[config.mk]
export PLATFORM = sky130hd
export DESIGN_NAME = point_render_ctrl
export DESIGN_NICKNAME = d
export VERILOG_FILES = /design/src/rtl/render_pkg.sv /design/src/rtl/point_table.sv /design/src/rtl/radius_check.sv /design/src/rtl/point_render_ctrl.sv
export SDC_FILE = /design/constraint.sdc
export NUM_CORES = 1
export LEC_CHECK = 0
export ABC_AREA = 1
export BUFFER_PORTS_ARGS = -buffer_cell sky130_fd_sc_hd__buf_2
export CAP_MARGIN = 15
export CORE_MARGIN = 5
export CORE_UTILIZATION = 30
export DETAILED_ROUTE_END_ITERATION = 10
export HOLD_SLACK_MARGIN = 0.05
export PLACE_DENSITY_LB_ADDON = 0.2
export REMOVE_ABC_BUFFERS = 1
export SETUP_SLACK_MARGIN = 0.3
export SLEW_MARGIN = 25
export SYNTH_ARGS = -nofsm -noshare
export SYNTH_HDL_FRONTEND = slang
export SYNTH_HIERARCHICAL = 1
export SYNTH_SLANG_ARGS = --single-unit
[constraint.sdc]
create_clock -name clock -period 7.8 [get_ports clock]
set_input_delay 1.56 -clock clock [delete_from_list [all_inputs] [get_ports clock]]
set_output_delay 1.56 -clock clock [all_outputs]
set_load 0.05 [all_outputs]
[src/rtl/render_pkg.sv]
// Shared types for the point renderer: point-table entry, coordinate type and FSM states.
// coord_t is sized for the widest supported coordinate; narrower coordinates are zero-extended.
package render_pkg;

  localparam int unsigned CoordMaxW = 15;

  typedef logic [CoordMaxW-1:0] coord_t;

  typedef struct packed {
    logic   valid;
    coord_t x;
    coord_t y;
  } point_t;

  typedef enum logic [1:0] {
    StIdle,
    StScan,
    StDone
  } render_state_e;

  function automatic point_t make_point(logic valid, coord_t x, coord_t y);
    point_t p;
    p.valid = valid;
    p.x     = x;
    p.y     = y;
    return p;
  endfunction

endpackage

[src/rtl/point_table.sv]
// Register array of points: async clear to all-invalid, one write port, one combinational
// read port. A read of the entry being written in the same cycle returns the old value.
module point_table
  import render_pkg::*;
#(
  parameter int unsigned NUM_POINTS = 4,
  parameter int unsigned IDX_W      = 2
) (
  input  logic             clock,
  input  logic             reset_n,
  input  logic             wr_en,
  input  logic [IDX_W-1:0] wr_idx,
  input  point_t           wr_point,
  input  logic [IDX_W-1:0] rd_idx,
  output point_t           rd_point
);

  point_t entries_q [NUM_POINTS];

  always_ff @(posedge clock or negedge reset_n) begin
    if (!reset_n) begin
      for (int i = 0; i < int'(NUM_POINTS); i++) begin
        entries_q[i] <= '0;
      end
    end else if (wr_en && (32'(wr_idx) < NUM_POINTS)) begin
      entries_q[wr_idx] <= wr_point;
    end
  end

  // Out-of-range indices (non power-of-two depth) read as an invalid entry.
  always_comb begin
    rd_point = '0;
    if (32'(rd_idx) < NUM_POINTS) begin
      rd_point = entries_q[rd_idx];
    end
  end

endmodule

[src/rtl/radius_check.sv]
// Combinational proximity test: is pixel (pix_x, pix_y) inside the 3x3 block around the
// centre, optionally extended by the four axial radius-2 pixels (default shape).
module radius_check #(
  parameter int unsigned COORD_W  = 4,
  parameter bit          AXIAL_R2 = 1'b1
) (
  input  logic [COORD_W-1:0] center_x,
  input  logic [COORD_W-1:0] center_y,
  input  logic [COORD_W-1:0] pix_x,
  input  logic [COORD_W-1:0] pix_y,
  output logic               valid
);

  logic signed [15:0] dx, dy;
  logic        [15:0] adx, ady;
  logic               in_block, in_axial;

  // Zero-extend to 16 bits before subtracting so differences are signed and never wrap.
  always_comb begin
    dx       = signed'(16'(pix_x)) - signed'(16'(center_x));
    dy       = signed'(16'(pix_y)) - signed'(16'(center_y));
    adx      = dx[15] ? 16'(-dx) : 16'(dx);
    ady      = dy[15] ? 16'(-dy) : 16'(dy);
    in_block = (adx <= 16'd1) && (ady <= 16'd1);
    in_axial = AXIAL_R2 && (((adx == 16'd2) && (ady == 16'd0)) ||
                            ((adx == 16'd0) && (ady == 16'd2)));
    valid    = in_block || in_axial;
  end

endmodule

[src/rtl/point_render_ctrl.sv]
// Pixel-lit sequencer: scans the point table one entry per cycle through a shared
// radius_check and OR-accumulates hits. Define POINT_RENDER_EARLY_EXIT_EN to stop at first hit.
module point_render_ctrl
  import render_pkg::*;
#(
  parameter  int unsigned NUM_POINTS = 4,
  parameter  int unsigned COORD_W    = 4,
  localparam int unsigned IDX_W      = (NUM_POINTS > 1) ? $clog2(NUM_POINTS) : 1
) (
  input  logic               clock,
  input  logic               reset_n,
  input  logic               wr_en,
  input  logic [IDX_W-1:0]   wr_idx,
  input  logic [COORD_W-1:0] wr_x,
  input  logic [COORD_W-1:0] wr_y,
  input  logic               wr_valid,
  input  logic               req_valid,
  input  logic [COORD_W-1:0] req_x,
  input  logic [COORD_W-1:0] req_y,
  output logic               req_ready,
  output logic               pix_valid,
  output logic               pix_on,
  output logic               busy
);

  render_state_e    state_q;
  logic [IDX_W-1:0] idx_q;
  logic             acc_q;
  logic             pix_valid_q;
  logic             pix_on_q;
  coord_t           req_x_q, req_y_q;

  point_t           wr_point;
  point_t           entry;
  logic             rc_valid;
  logic             hit;
  logic             last_idx;
  logic             scan_end;

  assign wr_point = make_point(wr_valid, coord_t'(wr_x), coord_t'(wr_y));

  point_table #(
    .NUM_POINTS (NUM_POINTS),
    .IDX_W      (IDX_W)
  ) u_point_table (
    .clock    (clock),
    .reset_n  (reset_n),
    .wr_en    (wr_en),
    .wr_idx   (wr_idx),
    .wr_point (wr_point),
    .rd_idx   (idx_q),
    .rd_point (entry)
  );

  // Coordinates are already zero-extended to coord_t, so the check runs at full width.
  radius_check #(
    .COORD_W  (CoordMaxW),
    .AXIAL_R2 (1'b1)
  ) u_radius_check (
    .center_x (entry.x),
    .center_y (entry.y),
    .pix_x    (req_x_q),
    .pix_y    (req_y_q),
    .valid    (rc_valid)
  );

  assign hit      = entry.valid && rc_valid;
  assign last_idx = (idx_q == IDX_W'(NUM_POINTS - 1));

`ifdef POINT_RENDER_EARLY_EXIT_EN
  assign scan_end = last_idx || hit;
`else
  assign scan_end = last_idx;
`endif

  always_ff @(posedge clock or negedge reset_n) begin
    if (!reset_n) begin
      state_q     <= StIdle;
      idx_q       <= '0;
      acc_q       <= 1'b0;
      req_x_q     <= '0;
      req_y_q     <= '0;
      pix_valid_q <= 1'b0;
      pix_on_q    <= 1'b0;
    end else begin
      pix_valid_q <= 1'b0;
      unique case (state_q)
        StIdle: begin
          if (req_valid) begin
            req_x_q <= coord_t'(req_x);
            req_y_q <= coord_t'(req_y);
            idx_q   <= '0;
            acc_q   <= 1'b0;
            state_q <= StScan;
          end
        end
        StScan: begin
          acc_q <= acc_q || hit;
          if (scan_end) begin
            // Result registers load on entry to DONE so they are valid during that cycle.
            pix_valid_q <= 1'b1;
            pix_on_q    <= acc_q || hit;
            state_q     <= StDone;
          end else begin
            idx_q <= idx_q + IDX_W'(1);
          end
        end
        StDone: begin
          state_q <= StIdle;
        end
        default: begin
          state_q <= StIdle;
        end
      endcase
    end
  end

  assign req_ready = (state_q == StIdle);
  assign busy      = (state_q != StIdle);
  assign pix_valid = pix_valid_q;
  assign pix_on    = pix_on_q;

endmodule

# Word level (Yosys, flattened, before mapping)
# Cells that the tools add are included.
# classes
eq_ne,7
bitwise,2
n_reduce_logical,18
mul,0
order_cmp,5
add_sub_neg,5
muxes,18
div_mod_pow,0
shift,0
# op_table
operator,n
bitwise mux 124 bit,1
2-to-1 mux 31 bit,3
binary-select mux 31 bit (select 2 bit),1
demux 31 bit (select 2 bit),1
equality test 16 x 2 -> 1 bit (second input constant),2
<= comparator 16 x 1 -> 1 bit (second input constant),2
logical NOT 16 bit,2
2-to-1 mux 16 bit,2
negation 16 bit,2
subtractor 4 x 15 -> 16 bit,2
2-to-1 mux 2 bit,4
case mux 2 bit (2 select lines),2
AND reduction 2 bit,4
>= comparator 3 bit (second input constant),2
!= test 2 bit (second input constant),3
inverter 2 -> 3 bit,2
logical AND 1 bit,5
nonzero test 2 bit,2
logical OR 1 bit,3
less-than comparator 3 x 1 -> 1 bit (second input constant),1
2-to-1 mux 1 bit,3
AND reduction 3 bit,1
adder 2 x 1 -> 2 bit (second input constant),1
equality test 2 x 1 -> 1 bit (second input constant),1
other kinds (3),3
# totals
mem_bits_ro,0
latch_bits,0
wordCells,74
ram_bits,0
inputBits,23
out_inout_bits,4
regBits,139
mem_count,0

# Longest topological paths before layout
# Gate-level depths: netlist of run 1.
# depth
word_depth,14
mapped_depth,31
depth_no_buf,28

# Modules after synthesis
# The synthesis of run 1 kept the hierarchy.
# by_module_without_submodules
module,n_inst,area_each_um2,seq_area_each_um2,cells_per_inst
point_table,1,6693.9,3103.0,908
radius_check,1,3279.4,0.0,659
point_render_ctrl,1,636.9,375.4,69

# Worst setup path after synthesis of run 1
# OpenSTA, ideal clock, no wires.
# synth_path
kind,register -> register
startpoint,register idx_q[0]
endpoint,register acc_q
required_ns,7.735
path_buffers,2
stages_incl_launch_ff,26
arrival_ns,3.232
path_slack_ns,4.504
cell_sequence,dfrtp_1 -> buf_2 -> inv_2 -> buf_2 -> nand2_1 -> nand3_1 -> nand2_1 -> ha_1 -> fa_1 -> ha_1 -> inv_1 -> a21oi_1 -> nand3_1 -> nor2_1 -> nand3_1 -> nor2_2 -> nand2_1 -> nand2_1 -> xor2_1 -> nand2_1 -> nor2_1 -> nand3_1 -> nor2_1 -> a21o_1 -> nand2_1 -> nand2_1
# synth_rtl
element,line,source
"start, declared",point_render_ctrl.sv:27,logic [IDX_W-1:0] idx_q;
"start signal, assigned",point_render_ctrl.sv:105,idx_q <= idx_q + IDX_W'(1);
"end signal, assigned",point_render_ctrl.sv:98,acc_q <= acc_q || hit;
"end, declared",point_render_ctrl.sv:28,logic acc_q;

==> reports/results.md, run 1 <==
- 198 um — Die Wd
- 204 uV — maximum vdd drop
- 0 ns — setup_tns
- 78 — largest net degree at the start of global routing
- 0.42 ns — latest clock arrival within the worst-skew pair
- 0.842 — routability congestion estimate from global placement
- 5.45 mW — total power after layout
- 0.328 — share of Yosys cell area claimed by the top area cell type
- 34 — Worst Path Max Fanout
- sky130_fd_sc_hd__nand2_1, sky130_fd_sc_hd__inv_1, sky130_fd_sc_hd__nand3_1 — commonest cells after routing, fill and taps aside
- 5 — Detailed Routing Iterations Pass 1
- idx_q[1] — beginning of the critical path
- flip-flop — kind of end point of the critical path
- idx_q[1] — Critical R2R Launch
- 17 — number of buffers inserted during clock tree synthesis
- 0.151 — global router's overall resource usage
- 8.11 ns — required time worst endpoint
- 12.7% — post-synthesis to final-layout area growth
- 0 — final setup violation count
- 6 — total of warnings raised by yosys
- 13.2 um — post-detailed-route wirelength per cell
- 47800 um — global-route wire length before repair
- no — RSZ-0062 raised after global routing
- done — TritonCTS clock tree
- completed — outcome
- 0.306 — initial standard-cell utilization of the core
- 0 — number of max-slew violations in the final report
- pix_on — capturing point of the worst reg2reg path
- 0.328 — sequential-to-total area share from yosys stat
- 0.00828 ns — final clock skew
- 68 — Cell Rows
- 27 — Top Ports
- u_point_table/entries_q[101] — hold wc startpoint
- 4.42 — routed via count divided by cell count
- flip-flop — kind of start point of the critical path
- 0 — setup bufs post-CTS
- sky130_fd_sc_hd__clkbuf_16 — CTS root buffer
- met2 — GR peak layer
- 4.45 ns — data arrival time at the worst-slack endpoint
- 0.0948 — share of post-route cells with drive strength above 1
- 0.0106 sq mm — summed instance area of the synthesized netlist
- 6.84 nW — leakage power of the design
- 0 — post-route DRC violation count
- 0.219 — met1 layer usage reported by global route
- 0 — Final Hold Vio Count
- 0.0392 sq mm — floorplan die area
- 0 — post-CTS resize count
- 25 — depth of the most critical reg-to-reg path
- 1636 — Post-Syn Instances
- flip-flop to flip-flop — CP Class
- 139 — post-synthesis register bit count
- 26 — Port Buffer Count
- 0.0347 sq mm — core box area
- 4.13 ns — final critical-path required period
- 0.530 — final worst-path cycle share
- sky130_fd_sc_hd__nand2_1 — commonest non-fill, non-tap cell in the layout
- 0 — max-cap viol count
- 0 — remaining global-route overflow
- 4 — H-Tree Level Count
- flip-flop to flip-flop — type of the most critical hold path
- 139 — Sink Count
- 2 — Longest Clk Path Bufs
- 0.344 — Finished Core Util
- 0.236 — met2 Resource Use GR
- sky130_fd_sc_hd__dfrtp_1, sky130_fd_sc_hd__nand2_1, sky130_fd_sc_hd__inv_1 — leading cell types by total area after synthesis
- 680 — number of DRC markers after the initial detailed-route iteration
- 19300 um — HPWL after detailed placement
- 0.358 — headroom to the max-slew limit
- 0 — number of nets with antenna violations after detailed routing
- pix_on — Critical Path Sink
- 456 mW/mm^2 — total power density per cell area
- 3.67 ns — internal reg-to-reg setup slack
- 28900 um — Routed WL
- 9710 — detailed-route via count
- 0 — number of diodes
- 0 — initial antenna violation count
- 0.962 ns — Tightest Pin Transition
- 6.49 sq um — per-instance average area after synthesis
- 0.242 GHz — fmax
- 9139 — via count of the first global-routing pass
- 36 — number of library cell types mapped by synthesis
- 0.06 ns — clock transition time at the flip-flop clock pins of the worst setup and hold paths
- 1790 — # nets final
- 198 um — Chip Height
- 0 — Post-CTS Hold Fix Bufs
- 0.0252 — GR Util met3
- sky130_fd_sc_hd__dfrtp_1 — dominant cell type by area after synthesis
## worst max-delay path, stage by stage (launching register included)
cell and delay [ns]:
sky130_fd_sc_hd__dfrtp_1 0.32, sky130_fd_sc_hd__buf_4 0.41, sky130_fd_sc_hd__inv_2 0.43, sky130_fd_sc_hd__nand3_1 0.20, sky130_fd_sc_hd__nand2_1 0.08, sky130_fd_sc_hd__ha_1 0.23, sky130_fd_sc_hd__fa_1 0.58, sky130_fd_sc_hd__ha_1 0.23
sky130_fd_sc_hd__inv_1 0.06, sky130_fd_sc_hd__a21oi_1 0.11, sky130_fd_sc_hd__nand3_1 0.10, sky130_fd_sc_hd__nor2_1 0.14, sky130_fd_sc_hd__nand2_1 0.10, sky130_fd_sc_hd__nor2_1 0.17, sky130_fd_sc_hd__nand2_1 0.07, sky130_fd_sc_hd__nand2_1 0.08
sky130_fd_sc_hd__nand2_1 0.06, sky130_fd_sc_hd__nand2_1 0.06, sky130_fd_sc_hd__inv_1 0.04, sky130_fd_sc_hd__nand4_1 0.10, sky130_fd_sc_hd__nor2_1 0.06, sky130_fd_sc_hd__nand3_1 0.07, sky130_fd_sc_hd__nor2_1 0.05, sky130_fd_sc_hd__a21o_1 0.16
sky130_fd_sc_hd__nand2_1 0.05, sky130_fd_sc_hd__nand2_1 0.05
## worst min path at each step
stage	endpoint	depth (start not counted)
detailed placement	u_point_table/entries_q[48]	2
finish	u_point_table/entries_q[101]	2
global placement	u_point_table/entries_q[45]	2
CTS	u_point_table/entries_q[117]	2
floorplan	req_x_q[0]	2
global route	u_point_table/entries_q[67]	2
## cells by family (layout without fill, tap and decap cells)
group | Yosys count | after routing | share of synthesized area
AOI/OAI and AO/OA | 63 | 63 | 0.0433
xor gates and xnor gates | 16 | 16 | 0.0132
adders and majority gates | 39 | 39 | 0.0474
buffers and inverters | 367 | 363 | 0.151
DFF | 139 | 139 | 0.328
other | 1 | 110 | 0.000353
and+or+nand+nor | 1011 | 1011 | 0.417
## synthesized netlist by cell type, drive strengths merged
| cell type | count |
|---|---|
| nand2 | 660 |
| inv | 298 |
| nand3 | 185 |
| dfrtp | 139 |
| nand4 | 78 |
| nor2 | 77 |
| buf | 64 |
| ha | 37 |
| o21ai | 37 |
| a21oi | 21 |
| xor2 | 13 |
| clkbuf | 5 |
| nor3 | 4 |
| and2 | 3 |
| nand3b | 3 |
| xnor2 | 3 |
| fa | 2 |
| o22ai | 2 |
| a21o | 1 |
| a31oi | 1 |
| and3 | 1 |
| conb | 1 |
| o211ai | 1 |
## layout make-up
type / count / area, sq um
clock inverters: 12 / 184
fillers: 3816 / 22800
clock buffers: 20 / 467
well taps: 455 / 569
multi-input cells: 1239 / 5940
repair buffers: 33 / 191
flip-flops and latches: 139 / 3480
inverters: 298 / 1120
## through the flow
step	worst slack, ns	cells	hold slack (ns)	area (sq um)
2_1_floorplan	3.48	1676	0.442	10500
3_3_place_gp	3.63	2164	0.454	11300
3_5_place_dp	3.69	2164	0.458	11300
4_1_cts	3.68	2196	0.473	12000
5_1_grt	3.21	2196	0.484	12000
6_report	3.67	2196	0.470	12000
## state kept, by name (all words and copies together) (netlist names)
signal / flops
u_point_table/entries_q: 124
req_x_q: 4
req_y_q: 4
idx_q: 2
state_q: 2
acc_q: 1
pix_on: 1
pix_valid: 1
## routing by layer
metal / wire, um / vias to the layer above
met3: 1060 / 25
met2: 12600 / 156
met5: 0 / -
met4: 379 / 0
met1: 14900 / 4418
li1: - / 5111
## report_power, final
| part | total (mW) | internal (mW) | switching, mW |
|---|---|---|---|
| logic | 3.60 | 1.15 | 2.45 |
| registers | 0.944 | 0.854 | 0.0897 |
| clock network | 0.907 | 0.566 | 0.341 |
Power figures use the tool's default switching activity.
==> run 2, diff against run 1 <==
- clock period: 7.8 -> 3.5 ns (I/O delays scaled with it)
==> run 2 against run 1 <==
  * Combinational power grew to 3.3 times the previous value
  * Register-to-register slack lost 3.5 ns
  * Fmax increased by 23%
  * Cell area increased by 16%
  * Worst hold slack worse by 0.19 ns
  * Sequential power up 120%
  * Critical endpoint unchanged
  * Largest cell class unchanged
==> reports/results.md, run 2 (synthesized netlist as in run 1, its figures left out) <==
- completed — outcome
- 0.0120 ns — final clock skew, +0.00377 ns
- 0.156 — global router's overall resource usage, +0.00501
- 17 — number of buffers inserted during clock tree synthesis, unchanged
- 0 ns — setup_tns, unchanged
- 68 — Cell Rows, unchanged
- 0 — number of diodes, unchanged
- 21300 um — HPWL after detailed placement, +10%
- 9644 — via count of the first global-routing pass, +5.5%
- 198 um — Die Wd, unchanged
- done — TritonCTS clock tree
- 0 — Post-CTS Hold Fix Bufs, unchanged
- -0.0641 ns — Setup Slack @ Placement, -3.76 ns
- sky130_fd_sc_hd__nand2_1, sky130_fd_sc_hd__inv_1, sky130_fd_sc_hd__nand3_1 — commonest cells after routing, fill and taps aside
- flip-flop — kind of start point of the critical path
- 3.35 ns — final critical-path required period, -0.779 ns
- 0.06 ns — clock transition time at the flip-flop clock pins of the worst setup and hold paths, about the same
- 2 — Longest Clk Path Bufs, unchanged
- 7 — Detailed Routing Iterations Pass 1, +2
- 0.306 — initial standard-cell utilization of the core, unchanged
- idx_q[0] — Critical R2R Launch
- yes — RSZ-0062 raised after global routing
- u_point_table/entries_q — Largest Register
- 10200 — detailed-route via count, +5.5%
- flip-flop to flip-flop — CP Class
- 0 — final setup violation count, unchanged
- 124 — Largest register FFs, unchanged
- sky130_fd_sc_hd__nand2_1 — commonest non-fill, non-tap cell in the layout
- flip-flop — kind of end point of the critical path
- 30700 um — Routed WL, +6.2%
- 23 — depth of the most critical reg-to-reg path, -8.0%
- 27 — Top Ports, unchanged
- 7.59 nW — leakage power of the design, +11%
- 2251 — number of placed instances, taps included, +4.0%
- 0.56 ns — delay of the slowest critical-path stage, -0.02 ns
- 0.298 GHz — fmax, +23%
- 0 — number of max-slew violations in the final report, unchanged
- 0.894 ns — Tightest Pin Transition, -0.0684 ns
- 0.15 ns — internal reg-to-reg setup slack, -3.52 ns
- 0 — max-cap viol count, unchanged
- 76 — largest net degree at the start of global routing, -2.6%
- 0 — number of nets with antenna violations after detailed routing, unchanged
- sky130_fd_sc_hd__clkbuf_16 — CTS root buffer
- 0 — Final Hold Vio Count, unchanged
- 431 uV — maximum vdd drop, +110%
- 49900 um — global-route wire length before repair, +4.3%
- 0.403 — headroom to the max-slew limit, +0.0442
- input pin to asynchronous set/reset pin — type of the most critical hold path
- 26 — Port Buffer Count, unchanged
- u_point_table/entries_q (124), req_x_q (4), req_y_q (4) — largest registers in the final layout
- 4.43 — routed via count divided by cell count, +0.23%
- sky130_fd_sc_hd__nand2_1 — critical path's most frequent cell
- 0.145 ns — setup ws final, -3.52 ns
- 1906 — # nets final, +6.5%
- 1 — initial antenna violation count, +1
- 31.0% — post-synthesis to final-layout area growth
- 0.958 — final worst-path cycle share, +0.428
- 593 — number of DRC markers after the initial detailed-route iteration, -13%
- 0.0392 sq mm — floorplan die area, unchanged
- 13.3 um — post-detailed-route wirelength per cell, +0.91%
- 139 — Sink Count, unchanged
- 0.844 — routability congestion estimate from global placement, +0.23%
- 6 — Worst Path Max Fanout, -82%
- sky130_fd_sc_hd__fa_2 — highest-delay cell along the critical path
- 4 — H-Tree Level Count, unchanged
- 0.42 ns — latest clock arrival within the worst-skew pair, about the same
- 0 — post-route DRC violation count, unchanged
- 0.0347 sq mm — core box area, unchanged
- 198 um — Chip Height, unchanged
- 0 — remaining global-route overflow, unchanged
- 0.237 — share of post-route cells with drive strength above 1, +0.142
- 1130 mW/mm^2 — total power density per cell area, +150%
- buf_12, nand2_2, nand3_2, nand2_2, ha_2, fa_2, ha_4, inv_1, a21oi_2, nand3_2, nor2_4, nand3_2, nor2_4, nand2_1, nand2_2, xor2_1, nand2_1, nor2_1, nand3_1, nor2_2, a21o_1, nand2_1, nand2_1 — list of cells traversed by the critical path
- 0.283 ns — Worst Hold Slack, -0.188 ns
- 2312 — Final Non-Filler Cells, +5.3%
- 3713 — number of inserted filler cells in the final layout, -2.7%
- pix_on — capturing point of the worst reg2reg path
- 3.71 ns — data arrival time at the worst-slack endpoint, -0.74 ns
- 3.85 ns — required time worst endpoint, -4.26 ns
## run 2: changes by cell type in the layout (fill, tap and decap cells not counted), moves of 12 or more
cell and delta:
sky130_fd_sc_hd__nand3_2 +29, sky130_fd_sc_hd__nor2_1 -24, sky130_fd_sc_hd__ha_4 +21, sky130_fd_sc_hd__nand2_4 +15, sky130_fd_sc_hd__ha_1 -24, sky130_fd_sc_hd__nand2_1 -62, sky130_fd_sc_hd__inv_1 -12, sky130_fd_sc_hd__buf_4 +93
sky130_fd_sc_hd__nand3_1 -32, sky130_fd_sc_hd__nor2_4 +16, sky130_fd_sc_hd__nand2_2 +47
## run 2: final cells by class
cell class              instances  area, sq um  share of cell area
well taps                     455          569              0.0410
clock buffers                  18          429              0.0309
clock inverters                14          173              0.0124
flip-flops and latches        139         3480               0.250
inverters                     298         1140              0.0817
multi-input cells            1239         6790               0.489
repair inverters                1         5.00            0.000360
repair buffers                148         1320              0.0947
## run 2: critical path, delay by kind of cell, from the launching register on
kind                     cells  cell delay (ns)
XOR/XNOR                     1             0.13
AND/OR/NAND/NOR             15             1.29
adder cells (fa/ha/maj)      3             0.89
AO/OA/AOI/OAI                2             0.25
flip-flops                   1             0.53
buffers and inverters        2             0.20
## run 2: stage by stage
stage / utilization / area [sq um] / power [mW]
6_report: 0.400 / 13900 / 15.6
5_1_grt: 0.400 / 13900 / 17.1
4_1_cts: 0.379 / 13200 / 14.1
3_5_place_dp: 0.346 / 12000 / 11.3
3_3_place_gp: 0.346 / 12000 / 11.3
2_1_floorplan: - / 10500 / 8.08
## run 2: timing repair
| action | in CTS | in global routing |
|---|---|---|
| endpoints found under the setup margin | 2 | 2 |
| gates resized for setup | 71 | 152 |
| pin swaps | 32 | 73 |
| cloned | 4 | 4 |
| endpoints found under the hold margin | 0 | 0 |
| buffers inserted | 9 | 12 |
## run 2: how the worst max path moves through the flow
stage,cells past startpoint,endpoint,from,slack [ns]
detailed placement,26,acc_q,idx_q[1],-0.06
global placement,26,pix_on,idx_q[1],-0.06
global route,24,pix_on,idx_q[0],-0.09
CTS,24,acc_q,idx_q[0],0.16
finish,23,pix_on,idx_q[0],0.15
floorplan,25,acc_q,idx_q[0],-0.82
## run 2: power breakdown
part	switching, mW	internal (mW)	total (mW)	leakage, nW
clock network	0.715	1.12	1.84	0.290
logic	6.72	4.97	11.7	5.56
registers	0.208	1.91	2.11	1.74
## run 2: layer usage
layer,up-vias,global-route usage,part of all wire
met5,-,0,0
met4,0,0.0349,0.012
met3,27,0.0167,0.028
met2,148,0.252,0.46
met1,4710,0.226,0.50
li1,5361,-,-
==> run 3, diff against run 2 <==
- REMOVE_ABC_BUFFERS: 1 -> default
- SETUP_SLACK_MARGIN: 0.3 -> 0.1
==> run 3 against run 2 <==
  * Register-to-register slack lost 0.07 ns
  * Via count up 0.66%
  * Worst hold slack improved by 0.056 ns
  * Non-clock buffer count is 13 higher
  * Total power grew 3.3%
  * Final cell count increased by 0.56%
  * Sequential power about the same
  * Wire length increased by 0.46%
  * Fmax fell by 1.9%
  * Flip-flop and latch count is the same
==> reports/results.md, run 3 (synthesized netlist as in run 1, its figures left out) <==
- completed — outcome
- idx_q[0] — Critical R2R Launch
- sky130_fd_sc_hd__nand2_1 — commonest non-fill, non-tap cell in the layout
- 3.42 ns — final critical-path required period, +0.0666 ns
- sky130_fd_sc_hd__clkbuf_16 — CTS root buffer
- 26 — Port Buffer Count, unchanged
- 30 — depth of the most critical reg-to-reg path, +30%
- 2269 — number of placed instances, taps included, +0.80%
- 139 — Sink Count, unchanged
- 0 — post-route DRC violation count, unchanged
- flip-flop to flip-flop — CP Class
- 50700 um — global-route wire length before repair, +1.7%
- 0.292 GHz — fmax, -1.9%
- 0.977 — final worst-path cycle share, +0.0190
- 2 — Longest Clk Path Bufs, unchanged
- 86 — largest net degree at the start of global routing, +13%
- 7 — Worst Path Max Fanout, +1
- sky130_fd_sc_hd__nand2_4 — critical path's most frequent cell
- 1140 mW/mm^2 — total power density per cell area, +1.5%
- 0.257 — share of post-route cells with drive strength above 1, +0.0203
- 0.159 — global router's overall resource usage, +0.00283
- pix_on — Critical Path Sink
- 0 — initial antenna violation count, -1
- 0.0122 sq mm — area of placed instances, +1.1%
- 0 — Final Hold Vio Count, unchanged
- 0 — final setup violation count, unchanged
- 7.71 nW — leakage power of the design, +1.6%
- 0.828 — routability congestion estimate from global placement, -1.9%
- 0.06 ns — clock transition time at the flip-flop clock pins of the worst setup and hold paths, about the same
- 0.950 ns — Tightest Pin Transition, +0.0560 ns
- 0.44 ns — delay of the slowest critical-path stage, -0.12 ns
- 0 — max-cap viol count, unchanged
- 7 — worst path buffer plus inverter count, +5
- flip-flop — kind of end point of the critical path
- 0 — remaining global-route overflow, unchanged
- 3.85 ns — required time worst endpoint, about the same
- 33.3% — post-synthesis to final-layout area growth
- 0.306 — initial standard-cell utilization of the core, unchanged
- 2325 — Final Non-Filler Cells, +0.56%
- 5 — Detailed Routing Iterations Pass 1, -2
- 0.0392 sq mm — floorplan die area, unchanged
- 0 — number of nets with antenna violations after detailed routing, unchanged
- 4.44 — routed via count divided by cell count, +0.10%
- 68 — Cell Rows, unchanged
- 0 ns — setup_tns, unchanged
- 21800 um — HPWL after detailed placement, +2.2%
- 124 — Largest register FFs, unchanged
- 13.3 um — post-detailed-route wirelength per cell, about the same
- 0 — number of max-slew violations in the final report, unchanged
- 198 um — Chip Height, unchanged
- u_point_table/entries_q (124), req_x_q (4), req_y_q (4) — largest registers in the final layout
- 0.365 — headroom to the max-slew limit, -0.0374
- 27 — Top Ports, unchanged
- 475 uV — maximum vdd drop, +10%
- 0.00958 ns — final clock skew, -0.00246 ns
- 198 um — Die Wd, unchanged
- 0.42 ns — latest clock arrival within the worst-skew pair, about the same
- 10000 — via count of the first global-routing pass, +3.8%
- 4 — H-Tree Level Count, unchanged
- 599 — number of DRC markers after the initial detailed-route iteration, +1.0%
- 1919 — # nets final, +0.68%
- 0 — number of diodes, unchanged
- 0.0141 sq mm — post-layout instance area, +1.7%
- sky130_fd_sc_hd__nand2_1, sky130_fd_sc_hd__inv_1, sky130_fd_sc_hd__nand3_1, sky130_fd_sc_hd__dfrtp_1, sky130_fd_sc_hd__buf_4 — commonest cells after routing, fill and taps aside
- 3.77 ns — data arrival time at the worst-slack endpoint, +0.06 ns
- u_point_table/entries_q — Largest Register
- 0 — Post-CTS Hold Fix Bufs, unchanged
- 0.08 ns — internal reg-to-reg setup slack, -0.07 ns
- sky130_fd_sc_hd__dfrtp_2 — highest-delay cell along the critical path
- 30900 um — Routed WL, +0.46%
- pix_on — capturing point of the worst reg2reg path
- done — TritonCTS clock tree
- 17 — number of buffers inserted during clock tree synthesis, unchanged
- 30 — cell count along the critical path, +30%
- 3710 — number of inserted filler cells in the final layout, -0.081%
- 0.0347 sq mm — core box area, unchanged
- simple AND/OR/NAND/NOR gates — crit-path leading delay family
- idx_q[0] — beginning of the critical path
- flip-flop — kind of start point of the critical path
- yes — RSZ-0062 raised after global routing
- input pin to asynchronous set/reset pin — type of the most critical hold path
- 10300 — detailed-route via count, +0.66%
-- run 3: changes by cell type in the layout (fill, tap and decap cells not counted), moves of 3 or more --
cell	delta
sky130_fd_sc_hd__clkbuf_16	-3
sky130_fd_sc_hd__clkbuf_8	+3
sky130_fd_sc_hd__nand2_1	-18
sky130_fd_sc_hd__nor2_2	+4
sky130_fd_sc_hd__nand2_2	+4
sky130_fd_sc_hd__inv_1	-4
sky130_fd_sc_hd__nand3_1	-3
sky130_fd_sc_hd__buf_4	+12
sky130_fd_sc_hd__inv_2	+4
sky130_fd_sc_hd__clkinv_4	-5
sky130_fd_sc_hd__nand2_4	+14
-- run 3: worst min path at each step --
| stage | start | endpoint | slack [ns] | cells past startpoint |
|---|---|---|---|---|
| 2_1_floorplan | reset_n | acc_q | 0.40 | 0 |
| 4_1_cts | reset_n | u_point_table/entries_q[118] | 0.38 | 1 |
| 3_3_place_gp | u_point_table/entries_q[50] | u_point_table/entries_q[50] | 0.45 | 2 |
| 6_report | reset_n | u_point_table/entries_q[87] | 0.34 | 1 |
| 3_5_place_dp | u_point_table/entries_q[86] | u_point_table/entries_q[86] | 0.46 | 2 |
| 5_1_grt | reset_n | u_point_table/entries_q[118] | 0.43 | 1 |
-- run 3: area by class of cell --
cell class | instances | area, sq um | share of cell area
Timing Repair Buffer | 161 | 1370 | 0.0971
Multi-Input combinational cell | 1239 | 6940 | 0.491
Clock inverter | 12 | 169 | 0.0119
Sequential cell | 139 | 3480 | 0.246
Tap cell | 455 | 569 | 0.0402
Inverter | 298 | 1140 | 0.0805
Clock buffer | 20 | 467 | 0.0330
Timing Repair inverter | 1 | 7.51 | 0.000531
-- run 3: stage by stage --
stage	power, mW	hold slack (ns)	util	setup slack (ns)
2_1_floorplan	8.29	0.404	-	0.204
3_3_place_gp	11.5	0.454	0.350	-0.157
3_5_place_dp	11.6	0.458	0.350	-0.144
4_1_cts	14.8	0.384	0.390	0.0919
5_1_grt	17.6	0.427	0.407	-0.119
6_report	16.2	0.339	0.407	0.0789
-- run 3: what timing repair did --
| item | CTS | global route |
|---|---|---|
| pin swaps | 49 | 80 |
| gates resized for setup | 120 | 155 |
| setup buffers | 15 | 5 |
| endpoints found under the setup margin | 2 | 2 |
| gates cloned | 4 | 0 |
| hold endpoints to repair | 0 | 0 |
-- run 3: power breakdown --
group	leakage (nW)	internal, mW	switching, mW
sequential	1.74	1.91	0.197
clock	0.312	1.24	0.702
combinational	5.66	5.19	6.92
total	7.71	8.34	7.82
-- run 3: per-layer routing --
metal	track usage	up-vias	wire (um)
met5	0	-	0
met4	0.0418	0	456
met3	0.0179	26	1130
met2	0.255	147	14000
met1	0.229	4762	15300
li1	-	5379	-
